[config.mk]
export PLATFORM = sky130hd
export DESIGN_NAME = sap_core_param
export DESIGN_NICKNAME = d
export VERILOG_FILES = /design/src/rtl/sap_core_param.sv
export SDC_FILE = /design/constraint.sdc
export NUM_CORES = 1
export LEC_CHECK = 0
export BUFFER_PORTS_ARGS = -buffer_cell sky130_fd_sc_hd__buf_2
export CELL_PAD_IN_SITES_DETAIL_PLACEMENT = 0
export CELL_PAD_IN_SITES_GLOBAL_PLACEMENT = 1
export CORE_UTILIZATION = 38
export DETAILED_ROUTE_END_ITERATION = 7
export PLACE_DENSITY_LB_ADDON = 0.1
export SYNTH_ARGS = -nofsm -noshare
export SYNTH_HDL_FRONTEND = slang
export SYNTH_SLANG_ARGS = --single-unit
[constraint.sdc]
create_clock -name clk -period 3.6 [get_ports clk]
set_clock_uncertainty 0.2 [all_clocks]
set_input_delay 0.9 -clock clk [delete_from_list [all_inputs] [get_ports clk]]
set_output_delay 0.9 -clock clk [all_outputs]
set_load 0.01 [all_outputs]
[src/rtl/sap_core_param.sv]
// Parametrised SAP-class accumulator core: internal RAM, host program-load port,
// C/Z flags, conditional jumps, LDI immediate and a valid/ready OUT handshake.
module sap_core_param #(
   parameter int unsigned DATA_W = 8,
   parameter int unsigned ADDR_W = 4
) (
   input  logic              clk,
   input  logic              clr,
   input  logic              prog_we,
   input  logic [ADDR_W-1:0] prog_addr,
   input  logic [DATA_W-1:0] prog_data,
   output logic [DATA_W-1:0] out,
   output logic              out_valid,
   input  logic              out_ready,
   output logic              halted
);

   localparam int unsigned DEPTH = 2 ** ADDR_W;

   localparam logic [2:0] S_F1 = 3'd0;
   localparam logic [2:0] S_F2 = 3'd1;
   localparam logic [2:0] S_EX = 3'd2;
   localparam logic [2:0] S_M  = 3'd3;
   localparam logic [2:0] S_OW = 3'd4;
   localparam logic [2:0] S_H  = 3'd5;

   localparam logic [3:0] OP_LDA = 4'h0;
   localparam logic [3:0] OP_ADD = 4'h1;
   localparam logic [3:0] OP_SUB = 4'h2;
   localparam logic [3:0] OP_STA = 4'h3;
   localparam logic [3:0] OP_LDI = 4'h4;
   localparam logic [3:0] OP_JMP = 4'h5;
   localparam logic [3:0] OP_JC  = 4'h6;
   localparam logic [3:0] OP_JZ  = 4'h7;
   localparam logic [3:0] OP_OUT = 4'hE;
   localparam logic [3:0] OP_HLT = 4'hF;

   logic [DATA_W-1:0] ram [DEPTH];

   logic [2:0]        state, state_d;
   logic [ADDR_W-1:0] pc, pc_d;
   logic [ADDR_W-1:0] mar, mar_d;
   logic [3:0]        op, op_d;
   logic [ADDR_W-1:0] arg, arg_d;
   logic [DATA_W-1:0] a, a_d;
   logic              c, c_d;
   logic              z, z_d;
   logic [DATA_W-1:0] out_d;
   logic              out_valid_d;
   logic              halted_d;

   logic [DATA_W-1:0] rd_c;
   logic [DATA_W:0]   sum_c;
   logic [DATA_W-1:0] diff_c;
   logic              sta_we_c;
   logic              ram_we_c;
   logic [ADDR_W-1:0] ram_waddr_c;
   logic [DATA_W-1:0] ram_wdata_c;

   assign rd_c   = ram[mar];
   assign sum_c  = {1'b0, a} + {1'b0, rd_c};
   assign diff_c = a - rd_c;

   // Next-state and datapath decode
   always_comb begin
      state_d     = state;
      pc_d        = pc;
      mar_d       = mar;
      op_d        = op;
      arg_d       = arg;
      a_d         = a;
      c_d         = c;
      z_d         = z;
      out_d       = out;
      out_valid_d = out_valid;
      halted_d    = halted;
      sta_we_c    = 1'b0;

      case (state)
         S_F1: begin
            mar_d   = pc;
            state_d = S_F2;
         end
         S_F2: begin
            op_d    = rd_c[DATA_W-1 -: 4];
            arg_d   = rd_c[ADDR_W-1:0];
            pc_d    = pc + ADDR_W'(1);
            state_d = S_EX;
         end
         S_EX: begin
            state_d = S_F1;
            case (op)
               OP_LDA, OP_ADD, OP_SUB: begin
                  mar_d   = arg;
                  state_d = S_M;
               end
               OP_STA: sta_we_c = 1'b1;
               OP_LDI: a_d = DATA_W'(arg);
               OP_JMP: pc_d = arg;
               OP_JC:  if (c) pc_d = arg;
               OP_JZ:  if (z) pc_d = arg;
               OP_OUT: begin
                  out_d       = a;
                  out_valid_d = 1'b1;
                  state_d     = S_OW;
               end
               OP_HLT: begin
                  halted_d = 1'b1;
                  state_d  = S_H;
               end
               default: state_d = S_F1;
            endcase
         end
         S_M: begin
            state_d = S_F1;
            case (op)
               OP_LDA: a_d = rd_c;
               OP_ADD: begin
                  a_d = sum_c[DATA_W-1:0];
                  c_d = sum_c[DATA_W];
                  z_d = (sum_c[DATA_W-1:0] == '0);
               end
               OP_SUB: begin
                  a_d = diff_c;
                  c_d = (a >= rd_c);
                  z_d = (diff_c == '0);
               end
               default: a_d = a;
            endcase
         end
         S_OW: begin
            if (out_ready) begin
               out_valid_d = 1'b0;
               state_d     = S_F1;
            end
         end
         S_H: state_d = S_H;
         default: state_d = S_F1;
      endcase

      // Host writes only while held in reset or halted; STA never fires under clr
      if (clr || halted) begin
         ram_we_c    = prog_we;
         ram_waddr_c = prog_addr;
         ram_wdata_c = prog_data;
      end else begin
         ram_we_c    = sta_we_c;
         ram_waddr_c = arg;
         ram_wdata_c = a;
      end
   end

   always_ff @(posedge clk) begin
      if (clr) begin
         state     <= S_F1;
         pc        <= '0;
         mar       <= '0;
         op        <= '0;
         arg       <= '0;
         a         <= '0;
         c         <= 1'b0;
         z         <= 1'b0;
         out       <= '0;
         out_valid <= 1'b0;
         halted    <= 1'b0;
      end else begin
         state     <= state_d;
         pc        <= pc_d;
         mar       <= mar_d;
         op        <= op_d;
         arg       <= arg_d;
         a         <= a_d;
         c         <= c_d;
         z         <= z_d;
         out       <= out_d;
         out_valid <= out_valid_d;
         halted    <= halted_d;
      end
   end

   // Program RAM is not reset
   always_ff @(posedge clk) begin
      if (ram_we_c) ram[ram_waddr_c] <= ram_wdata_c;
   end

endmodule

Word level (Yosys, flattened, before mapping)
Memory sizes are Yosys's and may differ from the RTL's. A register that Yosys moved wholly into a read port is not among the register bits.
Cells that the tools add are included.
{"block": "totals", "register_bits": 39, "ram_bits": 128, "inputBits": 16, "out_inout_bits": 10, "wordCells": 82, "mem_count": 1}
{"block": "op_classes", "addsub": 3, "n_lt_le_gt_ge": 1, "n_eq_ne": 22, "mux": 26, "reduce_logical": 18}
{"memory": "ram", "depth": 16, "word_bits": 8, "read_ports": 1, "rd_ports_with_merged_regs": 1, "write_ports": 1, "line": "38", "text": "logic [DATA_W-1:0] ram [DEPTH];"}
{"op": "$mux 4", "n": 6}
{"op": "$pmux 8 s3", "n": 1}
{"op": "$eq 4x3->1 const B", "n": 4}
{"op": "$logic_not 8->1", "n": 2}
{"op": "$mux 8", "n": 2}
{"op": "$pmux 4 s2", "n": 2}
{"op": "$pmux 8 s2", "n": 1}
{"op": "$pmux 3 s5", "n": 1}
{"op": "$pmux 4 s3", "n": 1}
{"op": "$reduce_bool 2->1", "n": 5}
{"op": "$add 8x8->9", "n": 1}
{"op": "$pmux 3 s3", "n": 1}
{"op": "$eq 4x2->1 const B", "n": 2}
{"op": "$eq 4x4->1 const B", "n": 2}
{"op": "$ge 8x8->1", "n": 1}
{"op": "$reduce_and 2->1", "n": 4}
{"op": "$sub 8x8->8", "n": 1}
{"op": "$mux 1", "n": 7}
{"op": "$eq 3x2->1 const B", "n": 2}
{"op": "$eq 3x3->1 const B", "n": 2}
{"op": "$ne 2x1->1 const B", "n": 3}
{"op": "$ne 3x3->1 const B", "n": 2}
{"op": "$pmux 1 s2", "n": 3}
{"op": "$reduce_and 3->1", "n": 2}
{"op": "12 further kinds", "n": 12}

Depth between registers and ports, before layout
{"block": "logic_depth", "depth_word": 6, "mapped_depth": 15, "depth_no_buf": 12}

Worst setup path before layout
Ideal clock, no wire load.
{"block": "synth_path", "path_kind": "register to register", "from": "reg with a tool-made name", "to": "reg z", "setup_ns": 0.096, "t_arrival_ns": 3.304, "t_required_ns": 3.304, "path_slack_ns": 0.000, "path_stages_with_launch": 13, "path_buffers": 2, "period_less_slack_ns": 3.600, "cell_sequence": "dfxtp_1 buf_6 buf_4 mux4_2 mux4_2 ha_1 fa_1 nand2b_1 a21oi_1 nor2_1 xnor2_1 or4_1 o41ai_2"}
{"item": "end signal: assignment", "line": "174", "text": "z <= z_d;"}
{"item": "end: declaration", "line": "47", "text": "logic z, z_d;"}

==> qor.csv <==
metric;value;unit
outcome;finished clean;
via count;5378;
Placed Cells;949;
Placed Area;0.00886;sq mm
syn nets;661;
DP HPWL;14600;microns
Max Cap Viol;0;
width of the die;147;microns
First-pass DRT Iterations;5;
CTS tree;built;
top area cells in the synthesized netlist;edfxtp_1, dfxtp_1, mux4_2;
async set-or-reset flop fraction in the synthesized netlist;0;%
register bit total from synthesis;171;
register area share after synthesis;58.6;%
maximum VDD drop;331;uV
port bufs;25;
nets@finish;739;
crit path cell chain;buf_12, mux4_2, mux4_2, ha_4, fa_2, buf_6, xnor2_1, or3_1, or4_4, o41ai_2;
core area;0.0205;sq mm
DRC;0;
design area;0.00965;sq mm
CP max stage delay;0.55;ns
xor/xnor share of the synthesized area;0.982;%
power density over the cells;612;mW/mm^2
detailed-route wire length;20700;microns
Post-synth top flop;edfxtp_1;
first-pass GRT wire length;31500;microns
highest-delay cell along the critical path;mux4_2;
Mapped Area;0.00802;sq mm
CP Launch Type;flop;
Initial Utilization;39.2;%
worst-case clock buffer depth;2;
number of H-tree levels;4;
starting DRC count in detailed routing;310;
Sink Count;171;
Max-slew headroom;38.8;%
cell leakage power;3.39;nW
Fmax;0.280;GHz
EDFF count, synth;128;
Vias/cell;5.45;
Skew-Pair Late Insertion Delay;0.42;ns
post-route minimum period;3.57;ns
Worst EP arrival;3.70;ns
Ys Warns;0;
post-place setup slack;-0.0576;ns
largest net degree at the start of global routing;37;
WS Path Type;reg -> reg;
GR Util All Layers;19.7;%
vias in the first global route;5543;
final hold violation count;0;
CP Max Fanout;5;
Root Driver;clkbuf_16;
CTS buffer count;17;
routability cong.;0.887;
filler cell count;1853;
actual slew at the worst max-slew pin;0.915;ns
Avg Cell Area, Syn;12.8;sq um
IO Pins;26;
post-detailed-route count of antenna-violating nets;0;
RSZ-0062 raised after global routing;true;
antenna violations before repair;0;
Die ar.;0.0217;sq mm
setup TNS;0;ns
non-filler cells, final;986;
Synth Area in Compound Gates;9.84;%
grt total ovfl;0;
Yosys cell types;66;
fin. max-slew vios;0;
synth-to-layout area growth;20.3;%
crit end category;flop;
Rows;52;
clk slew on worst S/H paths;0.07;ns
layout cell share with drive strength beyond 1;27.1;%
simple-gate share of the synthesized area;12.7;%
diode count;0;
hold path start;out[2]$_SDFFE_PP0P_;
die height;147;microns
Crit path top cell by count;mux4_2;
DR WL/cell;20.9;microns
leading area contributor after synthesis;edfxtp_1;
Adder-Cell Fraction of Synth Area;3.31;%
CP required;3.73;ns
Syn Inst Count;625;
part of the cycle the worst path needs;99.3;%
worst path bufs/invs;2;
Worst path top cell family by delay;multiplexers;
largest family of logic cells by synthesized area;simple AND/OR/NAND/NOR gates;
multiplexer share of the synthesized area;11.7;%
Worst Hold Class;reg -> reg;
Final setup viols;0;
Setup WS post-layout;0.0267;ns
share of Yosys cell area claimed by the top area cell type;47.9;%
-- worst reg2reg max path, cell delays in order, from the launching register on --
cell and delay, ns:
dfxtp_4 0.38, buf_12 0.13, mux4_2 0.50, mux4_2 0.55
ha_4 0.19, fa_2 0.36, buf_6 0.13, xnor2_1 0.10
or3_1 0.31, or4_4 0.42, o41ai_2 0.19
-- report_power, final --
group          internal, mW  switching, mW  leakage, nW
Combinational         0.828          0.911         1.58
Clock                  1.10          0.773        0.288
Sequential             2.20         0.0935         1.52
Total                  4.13           1.78         3.39
-- flip-flops by register name (all words and copies together) (netlist names), 3 cells and up, named ones only --
name   flops
a          8
arg        4
mar        4
op         4
out        8
pc         4
ram      128
state      3
-- routing by layer --
metal / share of wire, % / routed length [microns] / global-route usage, %
met5: 0 / 0 / 0
met2: 51 / 10500 / 34.5
met1: 45 / 9230 / 24.6
met4: 2.0 / 409 / 7.22
met3: 2.5 / 525 / 3.07
-- cell usage after synthesis, drive strengths merged, types with 3 or more instances --
cell type  number
and3b           3
o31ai           5
nand2          83
dfxtp          43
mux2i           8
a311oi          4
clkbuf         20
nor4            3
or2             5
ha             18
a31oi           9
nand2b          9
o211ai          3
nand3           6
xnor2           7
edfxtp        128
nor3b          13
and3            3
o21ai          20
nor2b           6
nand4           3
buf            14
nor3           11
nor2           48
inv            19
a221oi          4
a211oi         10
a21o            5
a21oi          38
mux4           37
nand3b          4
or4             3
-- per-stage QoR --
stage	power (mW)	hold WS (ns)	util, %
floorplan	3.31	0.255	-
global placement	3.94	0.234	43.2
detailed placement	3.95	0.243	43.2
CTS	5.82	0.252	46.2
global route	6.18	0.280	47.1
finish	5.91	0.249	47.1
-- final timing paths --
check	cells after the start	slack (ns)	endpoint
hold / removal	2	0.25	out[2]$_SDFFE_PP0P_
hold reg to reg	2	0.25	out[2]$_SDFFE_PP0P_
setup reg to reg	10	0.03	z$_SDFFE_PP0P_
setup / recovery	10	0.03	z$_SDFFE_PP0P_
-- area by class of cell --
class | count | area, sq um | area share, %
clock buffer | 19 | 433 | 4.49
clock inverter | 13 | 163 | 1.69
inverter | 19 | 71.3 | 0.739
multi-input combinational | 401 | 3210 | 33.3
sequential | 171 | 4710 | 48.8
tap | 270 | 338 | 3.50
timing repair buffer | 93 | 727 | 7.53
-- cell families after synthesis --
| group | after synthesis |
|---|---|
| AOI/OAI and AO/OA | 118 |
| muxes | 47 |
| adders and majority gates | 20 |
| buffers and inverters | 53 |
| xor gates and xnor gates | 9 |
| DFF | 171 |
| and+or+nand+nor | 207 |
-- cells in the final DEF (no fill, tap or decap), types with 7 or more instances in the layout --
cell and instances:
nand2_1 83, edfxtp_1 128, mux2i_1 7, o21ai_0 13, nor3b_1 10, buf_4 59
nand2b_1 9, nor3_1 10, a31oi_1 9, xnor2_1 7, buf_2 25, ha_1 14
a21oi_1 35, a211oi_1 7, clkbuf_16 18, dfxtp_1 42, mux4_2 37, nor2_1 48
inv_1 19
-- repair_timing --
item / 4_1_cts / 5_1_grt
pin swaps: 0 / 8
hold buffers: 0 / 0
gates cloned: 0 / 1
setup endpoints to repair: 3 / 6
setup buffers: 0 / 4
resized for setup: 4 / 32
(Power assumes the default switching activity.)
